### src/rtl/hcvc_ps_pkg.sv
// Shared pixel-shuffle definitions: stream state encoding and frame geometry helpers.
// Used by both the upstream shuffle stage and the streamer.
package hcvc_ps_pkg;

    typedef enum logic {
        PS_IDLE   = 1'b0,
        PS_STREAM = 1'b1
    } ps_state_e;

    function automatic int ps_ho(input int h, input int r);
        return h * r;
    endfunction

    function automatic int ps_wo(input int w, input int r);
        return w * r;
    endfunction

    function automatic int ps_npix(input int c, input int h, input int w, input int r);
        return c * ps_ho(h, r) * ps_wo(w, r);
    endfunction

    // Counter width that stays legal for a range of one value.
    function automatic int ps_cw(input int n);
        return (n > 1) ? $clog2(n) : 1;
    endfunction

endpackage

### src/rtl/ps_raster_counter.sv
// Channel-planar raster position counter: x fastest, then y, then c.
// clear_i wins over advance_i; after the final position all counters wrap to 0.
module ps_raster_counter
    import hcvc_ps_pkg::*;
#(
    parameter int C  = 1,
    parameter int HO = 4,
    parameter int WO = 4,
    localparam int XW = ps_cw(WO),
    localparam int YW = ps_cw(HO),
    localparam int CW = ps_cw(C)
) (
    input  logic          clk,
    input  logic          rst,
    input  logic          clear_i,
    input  logic          advance_i,
    output logic [XW-1:0] x_o,
    output logic [YW-1:0] y_o,
    output logic [CW-1:0] c_o,
    output logic          eol_o,
    output logic          eof_o
);

    logic [XW-1:0] x_q, x_d;
    logic [YW-1:0] y_q, y_d;
    logic [CW-1:0] c_q, c_d;
    logic          x_last, y_last, c_last;

    assign x_last = (x_q == XW'(WO - 1));
    assign y_last = (y_q == YW'(HO - 1));
    assign c_last = (c_q == CW'(C - 1));

    always_comb begin
        x_d = x_q;
        y_d = y_q;
        c_d = c_q;
        if (clear_i) begin
            x_d = '0;
            y_d = '0;
            c_d = '0;
        end else if (advance_i) begin
            if (x_last) begin
                x_d = '0;
                if (y_last) begin
                    y_d = '0;
                    c_d = c_last ? '0 : c_q + 1'b1;
                end else begin
                    y_d = y_q + 1'b1;
                end
            end else begin
                x_d = x_q + 1'b1;
            end
        end
    end

    always_ff @(posedge clk or posedge rst) begin
        if (rst) begin
            x_q <= '0;
            y_q <= '0;
            c_q <= '0;
        end else begin
            x_q <= x_d;
            y_q <= y_d;
            c_q <= c_d;
        end
    end

    assign x_o   = x_q;
    assign y_o   = y_q;
    assign c_o   = c_q;
    assign eol_o = x_last;
    assign eof_o = x_last & y_last & c_last;

endmodule

### src/rtl/pixel_shuffle_streamer.sv
// Captures a whole pixel-shuffled frame and streams it pixel by pixel in (c, y, x) order.
// Optional start-of-frame flag out_sof is added when PS_STREAM_SOF_EN is defined.
module pixel_shuffle_streamer
    import hcvc_ps_pkg::*;
#(
    parameter int C          = 1,
    parameter int R          = 2,
    parameter int H          = 2,
    parameter int W          = 2,
    parameter int DATA_WIDTH = 8,
    localparam int HO   = ps_ho(H, R),
    localparam int WO   = ps_wo(W, R),
    localparam int NPIX = ps_npix(C, H, W, R)
) (
    input  logic                       clk,
    input  logic                       rst,
    input  logic                       frame_valid,
    output logic                       frame_ready,
    input  logic [NPIX*DATA_WIDTH-1:0] frame_data,
    output logic                       out_valid,
    input  logic                       out_ready,
    output logic [DATA_WIDTH-1:0]      out_data,
`ifdef PS_STREAM_SOF_EN
    output logic                       out_sof,
`endif
    output logic                       out_eol,
    output logic                       out_eof
);

    localparam int XW = ps_cw(WO);
    localparam int YW = ps_cw(HO);
    localparam int CW = ps_cw(C);
    localparam int IW = $clog2(NPIX + 1);

    // Handshake: a beat transfers on any edge where out_valid && out_ready; the
    // beat is held unchanged otherwise. frame_ready is the capture enable in IDLE.
    ps_state_e             state_q;
    logic                  valid_q;
    logic [DATA_WIDTH-1:0] pix_q     [NPIX];
    logic [DATA_WIDTH-1:0] frame_arr [NPIX];
    logic [DATA_WIDTH-1:0] pix_sel;
    logic [XW-1:0]         x;
    logic [YW-1:0]         y;
    logic [CW-1:0]         c;
    logic                  eol, eof;
    logic                  capture, advance;
    logic [IW-1:0]         idx;

    for (genvar g = 0; g < NPIX; g++) begin : g_unpack
        assign frame_arr[g] = frame_data[g*DATA_WIDTH +: DATA_WIDTH];
    end

    assign capture = (state_q == PS_IDLE) && frame_valid;
    assign advance = valid_q && out_ready;

    ps_raster_counter #(.C(C), .HO(HO), .WO(WO)) u_raster (
        .clk      (clk),
        .rst      (rst),
        .clear_i  (capture),
        .advance_i(advance),
        .x_o      (x),
        .y_o      (y),
        .c_o      (c),
        .eol_o    (eol),
        .eof_o    (eof)
    );

    always_ff @(posedge clk or posedge rst) begin
        if (rst) begin
            state_q <= PS_IDLE;
            valid_q <= 1'b0;
            pix_q   <= '{default: '0};
        end else begin
            case (state_q)
                PS_IDLE: begin
                    if (frame_valid) begin
                        state_q <= PS_STREAM;
                        valid_q <= 1'b1;
                        pix_q   <= frame_arr;
                    end
                end
                PS_STREAM: begin
                    if (advance && eof) begin
                        state_q <= PS_IDLE;
                        valid_q <= 1'b0;
                    end
                end
                default: begin
                    state_q <= PS_IDLE;
                    valid_q <= 1'b0;
                end
            endcase
        end
    end

    // Flat pixel index of the current raster position.
    assign idx = (IW'(c) * IW'(HO) + IW'(y)) * IW'(WO) + IW'(x);

    always_comb begin
        pix_sel = '0;
        for (int i = 0; i < NPIX; i++) begin
            if (idx == IW'(i)) pix_sel = pix_q[i];
        end
    end

    assign frame_ready = (state_q == PS_IDLE);
    assign out_valid   = valid_q;
    assign out_data    = valid_q ? pix_sel : '0;
    assign out_eol     = valid_q & eol;
    assign out_eof     = valid_q & eof;
`ifdef PS_STREAM_SOF_EN
    assign out_sof     = valid_q & (idx == '0);
`endif

endmodule

### config.mk
export PLATFORM = sky130hd
export DESIGN_NAME = pixel_shuffle_streamer
export DESIGN_NICKNAME = d
export VERILOG_FILES = /design/src/rtl/hcvc_ps_pkg.sv /design/src/rtl/ps_raster_counter.sv /design/src/rtl/pixel_shuffle_streamer.sv
export SDC_FILE = /design/constraint.sdc
export NUM_CORES = 1
export LEC_CHECK = 0
export BUFFER_PORTS_ARGS = -buffer_cell sky130_fd_sc_hd__buf_4
export CAP_MARGIN = 20
export CORE_ASPECT_RATIO = 0.75
export CORE_MARGIN = 4
export CORE_UTILIZATION = 38
export CTS_CLUSTER_SIZE = 8
export DETAILED_ROUTE_END_ITERATION = 16
export GPL_TIMING_DRIVEN = 1
export MAX_ROUTING_LAYER = met4
export PLACE_DENSITY = 0.61
export SLEW_MARGIN = 20
export SYNTH_ARGS = -nofsm -noshare
export SYNTH_HDL_FRONTEND = slang
export SYNTH_SLANG_ARGS = --single-unit
### constraint.sdc
create_clock -name clk -period 8.4 [get_ports clk]
set_input_delay 1.68 -clock clk [delete_from_list [all_inputs] [get_ports clk]]
set_output_delay 1.68 -clock clk [all_outputs]
set_load 0.03 [all_outputs]
; ---- Yosys cells after proc, flatten, opt, wreduce, memory -nomap -nowiden
; Cells that the tools add are included.
; W data, S select, Z words.
[totals]
elab_cells = 97
inputBits = 132
out_inout_bits = 12
regBits = 135
[op_classes]
n_bitwise = 6
n_reduce_logical = 11
n_mux = 35
eq_ne = 19
addsub = 5
[op_table]
columns = cell, count
row1 = $mux W8, 17
row2 = $eq A5 B4 Y1 const B, 8
row3 = $eq A5 B3 Y1 const B, 4
row4 = $mux W2, 7
row5 = $eq A5 B2 Y1 const B, 2
row6 = $mux W1, 9
row7 = $reduce_and A2 Y1, 3
row8 = $reduce_bool A2 Y1, 3
row9 = $add A5 B2 Y5, 1
row10 = $eq A5 B1 Y1 const B, 1
row11 = $logic_not A5 Y1, 1
row12 = $add A2 B1 Y2 const B, 2
row13 = $and A1 B1 Y1, 4
row14 = $eq A2 B2 Y1 const B, 2
row15 = $pmux W1 S2, 2
row16 = $add A3 B2 Y3, 1
row17 = $logic_and A1 B1 Y1, 3
row18 = $reduce_and A3 Y1, 1
row19 = $ne A2 B1 Y1 const B, 1
row20 = $ne A2 B2 Y1 const B, 1
row21 = $not A1 Y1, 2
row22 = $add A1 B1 Y1 const B, 1

; ---- Logic depth before layout (Yosys ltp)
; Gate-level depths: netlist of run 1.
[depth]
depth_word = 20
ltp_mapped = 9
mapped_depth_nobuf = 6

; ---- Hierarchy
; A second synthesis of run 1 with hierarchy kept.
[hier_totals]
hier_cells = 530
area_unflattened_um2 = 6563.8
[by_module_without_submodules]
columns = module, area_each_um2, cells_per_inst, n_inst, seq_area_each_um2
row1 = pixel_shuffle_streamer, 6334.8, 508, 1, 3253.1
row2 = ps_raster_counter, 229.0, 22, 1, 100.1

; ---- Worst setup path before layout of run 1
; OpenSTA, ideal clock, no wires.
[synth_path]
kind = flip-flop to output port
from = register u_raster.x_q[0] (netlist: u_raster.x_o[0])
to = output port out_data[3]
path_stages_with_launch = 8
path_slack_ps = 4661
n_path_buf = 2
required_ps = 6720
arrival_time_ps = 2059
path_cell_list = dfrtp_1 > ha_1 > buf_6 > or2_1 > buf_6 > o311ai_2 > o311ai_1 > a32oi_1
[synth_via]
elab_chain_len = 19
elab_cells_between_ends = 34
[synth_rtl]
columns = item, line
row1 = start: declaration, ps_raster_counter.sv:24  ; logic [XW-1:0] x_q, x_d;
row2 = start signal: assignment, ps_raster_counter.sv:58  ; x_q <= '0;
row3 = start signal: assignment, ps_raster_counter.sv:62  ; x_q <= x_d;
row4 = $add A5 B2 Y5 *, pixel_shuffle_streamer.sv:97  ; assign idx = (IW'(c) * IW'(HO) + IW'(y)) * IW'(WO) + IW'(x);
row5 = $logic_not A5 Y1, pixel_shuffle_streamer.sv:102  ; if (idx == IW'(i)) pix_sel = pix_q[i];
row6 = $mux W8 (15 in a row), pixel_shuffle_streamer.sv:102
row7 = $mux W8 *, pixel_shuffle_streamer.sv:102
row8 = $mux W8 *, pixel_shuffle_streamer.sv:108  ; assign out_data = valid_q ? pix_sel : '0;
row9 = end: declaration, pixel_shuffle_streamer.sv:22  ; output logic [DATA_WIDTH-1:0] out_data,
; Every way passes the cells marked *; elsewhere a longest branch is shown, timed or not.

; ---- Final worst setup path of run 1
[layout_path]
from = register u_raster.y_q[0] (netlist: u_raster.y_o[0])
to = output port out_data[1]
[layout_via]
elab_chain_len = 20
elab_cells_between_ends = 35
[layout_rtl]
columns = item, line
row1 = start: declaration, ps_raster_counter.sv:25  ; logic [YW-1:0] y_q, y_d;
row2 = start signal: assignment, ps_raster_counter.sv:63  ; y_q <= y_d;
row3 = $add A3 B2 Y3 *, pixel_shuffle_streamer.sv:97
row4 = $add A5 B2 Y5 *, pixel_shuffle_streamer.sv:97
row5 = $logic_not A5 Y1, pixel_shuffle_streamer.sv:102
row6 = $mux W8 (15 in a row), pixel_shuffle_streamer.sv:102
row7 = $mux W8 *, pixel_shuffle_streamer.sv:102
row8 = $mux W8 *, pixel_shuffle_streamer.sv:108
; Marked as above.

==> qor.csv, run 1 <==
stage,metric,value,unit
yosys,synth_nets,767,
clock_tree,clock_sinks,134,
route,wl_per_cell,20.2,um
yosys,synth_compound_area_frac,0.162,
setup_path,crit_slowest_cell,ha_1,
yosys,postSynth.asyncResetShare,1.00,
clock_tree,clkTransAtPathRegs,0.06,ns
route,via_count,5449,
route,wl_met1,10.3,mm
setup_path,endpoint_kind,output pin,
sta,min_period_over_period,0.580,
yosys,synth_area_leaders,"dfrtp_1, mux2_2, mux2_1",
yosys,seq_area_frac_synth,0.475,
placed_design,io_buffers,143,
clock_tree,cts_htree_levels,4,
run,maxCapViolCount,0,
global_route,grt_pass1_vias,5676,
setup_path,slowest_delay,0.73,ns
yosys,ys_warn_count,0,
floorplanning,std_cell_rows,42,
sta,hold_viol,0,
clock_tree,clock_tree.buffer_depth,2,
pwr,ir_drop,0.196,mV
floorplanning,die_y,126,um
route,firstDrtPassIters,5,
worst_hold_path,hold_class,reg2reg,
sta,fin_crit,4.87,ns
placed_design,placed_cells,964,
route,wl,20.1,mm
placed_design,place_congestion,0.869,
floorplanning,coreArea,0.0179,mm2
layout,fin_nets,881,
clock_tree,numCtsBuffers,17,
placed_design,dp_slack,3.99,ns
clock_tree,worstSkewPairLatency,0.42,ns
setup_path,cp.arrival,3.19,ns
yosys,netlist_area,0.00706,mm2
layout,area_growth,25.6,%
yosys,yosys.area.top_type,dfrtp_1,
setup_path,worstPathRequired,6.72,ns
setup_path,crit_buf_inv,1,
yosys,ys_ff_latch,134,
global_route,grt_start_max_net_pins,87,
setup_path,crit_family,compound AO/OA/AOI/OAI gates,
route,wl_met2,8.19,mm
global_route,grt_usage,0.204,
route,ant_nets,0,
global_route,globalRouteOverflowTotal,0,
layout,fin_cells,995,
yosys,synth_xor_area_frac,0,
setup_path,crit_path_start_kind,register,
setup_path,startpoint,u_raster.y_o[0]$_DFFE_PP0P_,
setup_path,crit_chain,ha_1 > nand2_1 > o2111a_1 > a31oi_1 > o211ai_2 > buf_4,
layout,diodes,0,
route,top_layer_used,met4,
yosys,synthCells,627,
route,drtIter0Drc,444,
global_route,grt_pass1_wl,31.9,mm
setup_path,critPathMaxFanout,23,
setup_path,r2r-start,state_q$_DFF_PP0_,
sta,setup_viol,0,
global_route,antenna_found_initial,0,
clock_tree,root_buffer,clkbuf_16,
clock_tree,ctsResizeCount,0,
yosys,synth_edf_count,0,
placed_design,hpwl,14.3,mm
yosys,synth_top_family_by_area,multiplexers,
sta,fin_skew,0.00848,ns
yosys,synth_simple_gate_area_frac,0.117,
sta,tightest_slew,1.08,ns
clock_tree,cts_tree,yes,
floorplanning,fp.dieArea,0.0208,mm2
clock_tree,cts_hold_buf,0,
clock_tree,post_cts_buffers,0,
sta,rsz0062_at_grt,false,
pwr,leakagePower,0.00386,uW
yosys,synth_cell_type_count,44,
floorplanning,initial_utilization,0.394,
yosys,synth_ff_type,dfrtp_1,
sta,setup_ws,3.53,ns
setup_path,worstSetupPathType,reg2out,
route,drc,0,
sta,slew_headroom,0.283,
layout,layout-drive-gt1-share,0.361,
yosys,avgSynthCellArea,11.3,um2
pwr,power.density,384,mW/mm2
route,wl_met3,1.31,mm
floorplanning,dieWidth,165,um
route,avgViaCountPerCell,5.48,
status,run_status,"finished, final reports clean",
sta,max_freq,205,MHz
yosys,synthAdderAreaFrac,0.0142,
yosys,netlist.area_leader.share,0.475,
sta,drv_slew,0,
worst_hold_path,min_from,pix_q[116]$_DFFE_PP0P_,
floorplanning,top_level_ports,144,
setup_path,reg2reg_setup_slack,5.72,ns
sta,tns,0,ns
yosys,synth.mux.area_fraction,0.182,
sequential cells by signal (all words and copies together), names as in the netlist:
| signal | cells |
|---|---|
| pix_q | 128 |
| u_raster.x_o | 2 |
| state_q | 1 |
| out_valid | 1 |
| u_raster.y_o | 2 |
report_power, final:
group / switching [uW] / total [uW] / internal, uW / leakage [uW]
Combinational: 769 / 1400 / 628 / 0.00196
Clock: 277 / 790 / 513 / 0.000308
Sequential: 244 / 1210 / 970 / 0.00159
placed cells by master (no fill, tap or decap), types with 8 or more instances in the layout:
cell	synthesis	final
a221oi_1	8	8
a21oi_1	13	13
o2111a_1	14	14
a21boi_0	8	8
clkbuf_16	0	17
inv_1	22	21
nand2_1	45	45
nor3b_1	17	17
mux2_1	34	34
nor2b_1	27	26
o21ai_0	27	27
nand3b_1	25	25
mux2_2	79	79
nand3_1	11	11
dfrtp_1	134	134
buf_4	4	150
and3_1	9	9
o311ai_1	15	15
final timing paths:
check | endpoint | cells after the start
setup / recovery | out_data[1] | 6
hold / removal | pix_q[116]$_DFFE_PP0P_ | 1
setup reg to reg | pix_q[43]$_DFFE_PP0P_ | 4
hold reg to reg | pix_q[116]$_DFFE_PP0P_ | 1
max in group asynchronous | pix_q[63]$_DFFE_PP0P_ | 3
min in group asynchronous | pix_q[17]$_DFFE_PP0P_ | 2
cell usage after synthesis, drive strengths merged (8+ instances only):
cell type and instances:
nand2 45, nor2b 27, nor3b 17, nand3b 25, ha 8, o21ai 28, buf 30, o211ai 8
nand3 11, dfrtp 134, inv 22, o2111a 14, clkbuf 25, a221oi 8, a21boi 8, mux2 113
and3 9, o311ai 16, a21oi 13
cells by family (layout without fill, tap and decap cells):
| logic type | count (synthesis) | in the layout |
|---|---|---|
| AO/OA/AOI/OAI | 148 | 148 |
| AND/OR/NAND/NOR | 146 | 146 |
| flip-flops | 134 | 134 |
| multiplexers | 114 | 114 |
| buffers and inverters | 77 | 203 |
| adder cells (fa/ha/maj) | 8 | 8 |
layer usage:
layer,GRT usage,vias to the layer above
met1,0.312,2681
met5,-,-
li1,-,2542
met3,0.0509,27
met4,0.0558,0
met2,0.265,199
final cells by class:
class                   instances  area, um2
clock buffers                  24        512
clock inverters                 7        116
fillers                      1613       9050
inverters                      22       85.1
multi-input cells             416       3370
flip-flops and latches        134       3350
well taps                     242        303
repair buffers                150       1130
per-stage QoR:
step	total power, uW	hold slack [ns]	area (um2)	util
final	3400	0.487	8860	0.495
after global routing	3610	0.510	8860	0.495
after CTS	3410	0.493	8860	0.495
after detailed placement	2610	0.471	8230	0.460
after global placement	2570	0.472	8230	0.460
after floorplan	2160	0.448	7060	-
Note: power is estimated with default switching activity, not from simulation.
==> run 2: changes to the inputs <==
--- a/config.mk
+++ b/config.mk
@@ -5,6 +5,7 @@
 export SDC_FILE = /design/constraint.sdc
 export NUM_CORES = 1
 export LEC_CHECK = 0
+export ABC_AREA = 1
 export BUFFER_PORTS_ARGS = -buffer_cell sky130_fd_sc_hd__buf_4
 export CAP_MARGIN = 20
 export CORE_ASPECT_RATIO = 0.75
==> constraint.sdc (replaced) <==
create_clock -name clk -period 5.1 [get_ports clk]
set_input_delay 1.02 -clock clk [delete_from_list [all_inputs] [get_ports clk]]
set_output_delay 1.02 -clock clk [all_outputs]
set_load 0.03 [all_outputs]
==> qor.csv, run 2 <==
stage,metric,value,unit
clock_tree,clock_sinks,134,
setup_path,crit_slowest_cell,ha_1,
pwr,sequentialPowerShare,0.343,
layout,largest_register_ff_count,128,
clock_tree,worstSkewPairLatency,0.42,ns
layout,top_register,pix_q,
layout,area_growth,27.9,%
clock_tree,clkTransAtPathRegs,0.06,ns
pwr,p_comb_frac,0.420,
pwr,power.density,621,mW/mm2
setup_path,critPathMaxFanout,19,
yosys,seq_area_frac_synth,0.498,
setup_path,slowest_delay,0.62,ns
layout,diodes,0,
setup_path,endpoint_kind,output pin,
route,wl,17.1,mm
floorplanning,fp.dieArea,0.0199,mm2
clock_tree,root_buffer,clkbuf_16,
sta,fin_skew,0.00448,ns
route,firstDrtPassIters,5,
yosys,ys_ff_latch,134,
yosys,netlist_area,0.00674,mm2
layout,fin_nets,1039,
setup_path,crit_family,simple AND/OR/NAND/NOR gates,
layout,mostFrequentLayoutCells,"buf_4, nand2_1, dfrtp_1, inv_1, nor2_1",
yosys,synth_most_common_cell,nand2_1,
global_route,grt_pass1_wl,27.1,mm
worst_hold_path,hold_class,reg2reg,
placed_design,place_congestion,0.803,
setup_path,crit_chain,inv_1 > ha_1 > nand2_2 > inv_2 > nand2_1 > nand2_1 > inv_2 > nand2_1 > nand2_1 > nand3_1 > nand3_1 > nand3_1 > nand3_1 > nand2_1 > nand2_1 > nand2_1 > nand2_1 > a21oi_2 > buf_4,
global_route,globalRouteOverflowTotal,0,
layout,final_common_cell,buf_4,
yosys,synth_nets,905,
layout,utilization,0.504,
yosys,netlist.area_leader.share,0.498,
yosys,synthAdderAreaFrac,0.0149,
setup_path,crit_path_start_kind,register,
status,run_status,"finished, final reports clean",
global_route,antenna_found_initial,0,
floorplanning,dieWidth,162,um
clock_tree,post_cts_buffers,0,
yosys,ys_top_cells_by_count,"nand2_1, dfrtp_1, inv_1",
sta,setup_viol,0,
setup_path,crit_buf_inv,4,
floorplanning,die_y,123,um
pwr,power_frac_clock,0.237,
clock_tree,cts_hold_buf,0,
yosys,synth_top_family_by_area,simple AND/OR/NAND/NOR gates,
setup_path,cp.arrival,3.19,ns
sta,max_freq,237,MHz
setup_path,cp_common_cell,nand2_1,
floorplanning,coreArea,0.0171,mm2
yosys,synth_xor_area_frac,0,
clock_tree,cts_htree_levels,4,
route,wl_per_cell,14.9,um
sta,tns,0,ns
global_route,grt_start_max_net_pins,102,
global_route,grt_usage,0.181,
sta,min_period_over_period,0.826,
pwr,p_sw,2050,uW
route,drtIter0Drc,443,
clock_tree,cts_tree,yes,
setup_path,worstPathRequired,4.08,ns
placed_design,io_buffers,143,
yosys,postSynth.asyncResetShare,1.00,
setup_path,worstSetupPathType,reg2out,
floorplanning,std_cell_rows,41,
pwr,swShare,0.384,
floorplanning,initial_utilization,0.394,
clock_tree,numCtsBuffers,17,
yosys,synth_edf_count,0,
placed_design,hpwl,12.5,mm
sta,slew_headroom,0.377,
sta,fin_crit,4.21,ns
yosys,synth_area_leaders,"dfrtp_1, mux2_2, nand2_1",
route,via_count,5338,
route,ant_nets,0,
yosys,avgSynthCellArea,8.80,um2
route,drc,0,
sta,rsz0062_at_grt,false,
sta,tightest_slew,0.934,ns
yosys,synth.mux.area_fraction,0.134,
global_route,grt_pass1_vias,5233,
floorplanning,top_level_ports,144,
pwr,leakagePower,0.00452,uW
yosys,synth_compound_area_frac,0.0862,
yosys,synth_simple_gate_area_frac,0.187,
layout,layout-drive-gt1-share,0.329,
sta,drv_slew,0,
yosys,ys_warn_count,0,
pwr,ir_drop,0.332,mV
route,avgViaCountPerCell,4.65,
yosys,synthCells,765,
clock_tree,clock_tree.buffer_depth,2,
run,maxCapViolCount,0,
pwr,cellInternalPower,3300,uW
clock_tree,ctsResizeCount,0,
yosys,yosys.area.top_type,dfrtp_1,
sta,hold_viol,0,
yosys,synth_ff_type,dfrtp_1,
yosys,synth_cell_type_count,23,
run 2: changes by cell type in the layout (fill, tap and decap cells not counted), sizes merged, moves of 9 or more:
cell and delta:
a21oi +63, and3 -9, nor2 +80, nor2b -27
nand3b -25, o2111a -14, or2 +15, o311ai -16
nand2 +102, inv +78, mux2 -33, nand3 +40
nor3b -17
run 2: kinds of logic (layout without fill, tap and decap cells):
| kind of cell | after synthesis | after routing |
|---|---|---|
| and+or+nand+nor | 300 | 300 |
| DFF | 134 | 134 |
| buffers and inverters | 133 | 280 |
| AOI/OAI and AO/OA | 110 | 110 |
| muxes | 80 | 80 |
| adders and majority gates | 8 | 8 |
run 2: cell type report:
| cell class | count | area [um2] |
|---|---|---|
| sequential | 134 | 3350 |
| timing repair buffer | 147 | 1120 |
| tap | 236 | 295 |
| clock buffer | 24 | 492 |
| clock inverter | 8 | 120 |
| fill | 1691 | 8470 |
| inverter | 101 | 390 |
| multi-input combinational | 498 | 2850 |
run 2: final timing paths:
check                                            startpoint                     to  slack (ns)  cells after the start
worst max-delay path            u_raster.x_o[1]$_DFFE_PP0P_            out_data[4]        0.89                     19
worst min-delay path                  pix_q[59]$_DFFE_PP0P_  pix_q[59]$_DFFE_PP0P_        0.50                      1
worst max register to register            state_q$_DFF_PP0_  pix_q[70]$_DFFE_PP0P_        3.27                      4
worst min register to register        pix_q[59]$_DFFE_PP0P_  pix_q[59]$_DFFE_PP0P_        0.50                      1
max in group asynchronous                               rst  pix_q[72]$_DFFE_PP0P_        3.35                      3
min in group asynchronous                               rst  pix_q[80]$_DFFE_PP0P_        0.77                      2
run 2: layer usage:
metal / GRT usage / vias up / share of wire
met5: - / - / 0
met4: 0.0423 / 0 / 0.0082
met3: 0.0453 / 13 / 0.061
met2: 0.226 / 143 / 0.39
met1: 0.286 / 2478 / 0.54
li1: - / 2704 / -
run 2: through the flow:
stage	cell area, um2	setup WS [ns]	hold WS (ns)	std cells	total power [uW]
3_5_place_dp	8000	1.34	0.489	1116	4100
5_1_grt	8610	0.538	0.515	1148	5770
3_3_place_gp	8000	1.38	0.483	1116	4060
6_report	8610	0.889	0.498	1148	5350
2_1_floorplan	6740	0.497	0.471	765	3380
4_1_cts	8610	0.866	0.501	1148	5380
run 2: power groups by stage:
| stage | logic [uW] | registers [uW] | clock network, uW |
|---|---|---|---|
| 2_1_floorplan | 1640 | 1740 | 0 |
| 3_3_place_gp | 2220 | 1840 | 0 |
| 3_5_place_dp | 2240 | 1850 | 0 |
| 4_1_cts | 2260 | 1840 | 1290 |
| 5_1_grt | 2540 | 1890 | 1340 |
| 6_report | 2250 | 1840 | 1270 |
==> run 3: changes to the inputs <==
--- a/config.mk
+++ b/config.mk
@@ -15,7 +15,7 @@
 export DETAILED_ROUTE_END_ITERATION = 16
 export GPL_TIMING_DRIVEN = 1
 export MAX_ROUTING_LAYER = met4
-export PLACE_DENSITY = 0.61
+export PLACE_DENSITY = 0.63
 export SLEW_MARGIN = 20
 export SYNTH_ARGS = -nofsm -noshare
 export SYNTH_HDL_FRONTEND = slang
==> constraint.sdc (replaced) <==
create_clock -name clk -period 3.6 [get_ports clk]
set_input_delay 0.72 -clock clk [delete_from_list [all_inputs] [get_ports clk]]
set_output_delay 0.72 -clock clk [all_outputs]
set_load 0.03 [all_outputs]
==> qor.csv, run 3 (synthesized netlist as in run 2, its figures left out) <==
stage,metric,value,unit
sta,tns,0,ns
layout,top_register,pix_q,
global_route,grt_pass1_vias,5282,
setup_path,crit_family,simple AND/OR/NAND/NOR gates,
route,drtIter0Drc,471,
layout,layout-drive-gt1-share,0.369,
setup_path,cp_common_cell,nand2_1,
clock_tree,clock_sinks,134,
placed_design,place_congestion,0.808,
pwr,ir_drop,0.501,mV
clock_tree,clock_tree.buffer_depth,2,
sta,fin_skew,0.00538,ns
layout,area_growth,33.1,%
global_route,grt_usage,0.185,
floorplanning,dieWidth,162,um
layout,multi_input_area,0.00299,mm2
route,wl_per_cell,15.3,um
route,drc,0,
floorplanning,fp.dieArea,0.0199,mm2
layout,mostFrequentLayoutCells,"buf_4, dfrtp_1, nand2_1, inv_1, nor2_1",
setup_path,crit_path_start_kind,register,
setup_path,worstPathRequired,2.88,ns
layout,utilization,0.525,
status,run_status,"finished, final reports clean",
setup_path,crit_slowest_cell,dfrtp_1,
pwr,leakagePower,0.00464,uW
clock_tree,worstSkewPairLatency,0.42,ns
layout,seq_area,0.00335,mm2
setup_path,worstSetupPathType,reg2out,
setup_path,crit_buf_inv,3,
sta,rsz0062_at_grt,true,
floorplanning,initial_utilization,0.394,
layout,final_common_cell,buf_4,
global_route,grt_start_max_net_pins,62,
clock_tree,cts_tree,yes,
setup_path,cp.arrival,2.84,ns
route,avgViaCountPerCell,4.71,
clock_tree,numCtsBuffers,17,
sta,setup_viol,0,
clock_tree,root_buffer,clkbuf_16,
layout,n_fill_cell,1603,
sta,whs,0.477,ns
sta,slew_headroom,0.410,
floorplanning,coreArea,0.0171,mm2
global_route,antenna_found_initial,0,
route,via_count,5452,
route,ant_nets,0,
route,firstDrtPassIters,5,
layout,diodes,0,
sta,fin_crit,3.56,ns
route,wl,17.7,mm
run,maxCapViolCount,0,
layout,largest_register_ff_count,128,
clock_tree,cts_htree_levels,4,
setup_path,critPathMaxFanout,8,
sta,max_freq,281,MHz
sta,tightest_slew,0.883,ns
sta,min_period_over_period,0.989,
layout,fin_nets,1050,
pwr,power.density,906,mW/mm2
global_route,grt_pass1_wl,27.8,mm
worst_hold_path,hold_class,in2async,
placed_design,io_buffers,143,
floorplanning,die_y,123,um
global_route,globalRouteOverflowTotal,0,
clock_tree,clkTransAtPathRegs,0.06,ns
sta,hold_viol,0,
setup_path,slowest_delay,0.42,ns
clock_tree,cts_hold_buf,0,
setup_path,endpoint_kind,output pin,
setup_path,crit_chain,buf_6 > ha_4 > buf_12 > nor2_1 > nand2_1 > nand3_1 > nand2_1 > nand2_1 > nand2_1 > nand2_1 > nand2_1 > nand3_1 > nand3_1 > nand3_1 > nand3_1 > nand2_1 > nand2_1 > nand2_1 > nand2_1 > a21oi_2 > buf_6,
sta,drv_slew,0,
placed_design,hpwl,12.9,mm
floorplanning,top_level_ports,144,
floorplanning,std_cell_rows,41,
==> run 3: cell count changes in the layout (fill, tap and decap cells not counted), sizes merged <==
cell and change:
bufinv +1, clkinvlp +1, clkinv -2, buf +10
==> run 3: final timing paths <==
path | endpoint | cells after the start | from | slack (ns)
min reg2reg | pix_q[45]$_DFFE_PP0P_ | 1 | pix_q[45]$_DFFE_PP0P_ | 0.50
max reg2reg | out_valid$_DFFE_PP0P_ | 5 | u_raster.x_o[1]$_DFFE_PP0P_ | 1.83
min in group clk | pix_q[45]$_DFFE_PP0P_ | 1 | pix_q[45]$_DFFE_PP0P_ | 0.50
min | pix_q[77]$_DFFE_PP0P_ | 2 | rst | 0.48
max | out_data[5] | 21 | u_raster.x_o[0]$_DFFE_PP0P_ | 0.04
max in group asynchronous | pix_q[123]$_DFFE_PP0P_ | 3 | rst | 2.37
==> run 3: metal layers <==
layer	global-route usage	part of all wire	wire length [um]	up-vias
met5	-	0	0	-
met4	0.0428	0.0084	149	0
met3	0.0433	0.061	1090	14
met2	0.240	0.40	7000	164
met1	0.288	0.53	9460	2542
li1	-	-	-	2732
==> run 3: where the power goes <==
| group | switching, uW | total [uW] | leakage [uW] | internal (uW) |
|---|---|---|---|---|
| Sequential | 376 | 2600 | 0.00157 | 2230 |
| Combinational | 2070 | 3640 | 0.00276 | 1570 |
| Clock | 644 | 1870 | 0.000305 | 1230 |
==> run 3: timing repair <==
item | 4_1_cts | 5_1_grt
hold endpoints to repair | 0 | 0
setup endpoints to repair | 6 | 8
gates resized for setup | 14 | 40
pin swaps | 0 | 19
gates cloned | 0 | 1
setup buffers | 1 | 3
==> run 3: area by class of cell <==
type | count | share of cell area
clock buffers | 23 | 0.0544
inverters | 101 | 0.0438
flip-flops and latches | 134 | 0.374
repair buffers | 158 | 0.145
multi-input cells | 498 | 0.333
clock inverters | 8 | 0.0162
well taps | 236 | 0.0329
==> run 3: worst reg2reg max path: cells and delay by family (launching register included) <==
| kind | cells | cell delay, ns |
|---|---|---|
| simple gates | 2 | 0.70 |
| flops | 1 | 0.42 |
| fa+ha+maj | 1 | 0.24 |
| buf+inv | 1 | 0.17 |
| compound gates | 1 | 0.11 |
==> run 3: per-stage QoR <==
step	instance area (um2)	worst slack [ns]	power, uW	cells
finish	8960	0.0387	8120	1158
global route	8960	-0.218	8710	1158
CTS	8770	0.00339	7820	1154
detailed placement	8080	0.358	5830	1122
global placement	8080	0.365	5780	1122
floorplan	6740	0.820	4790	765
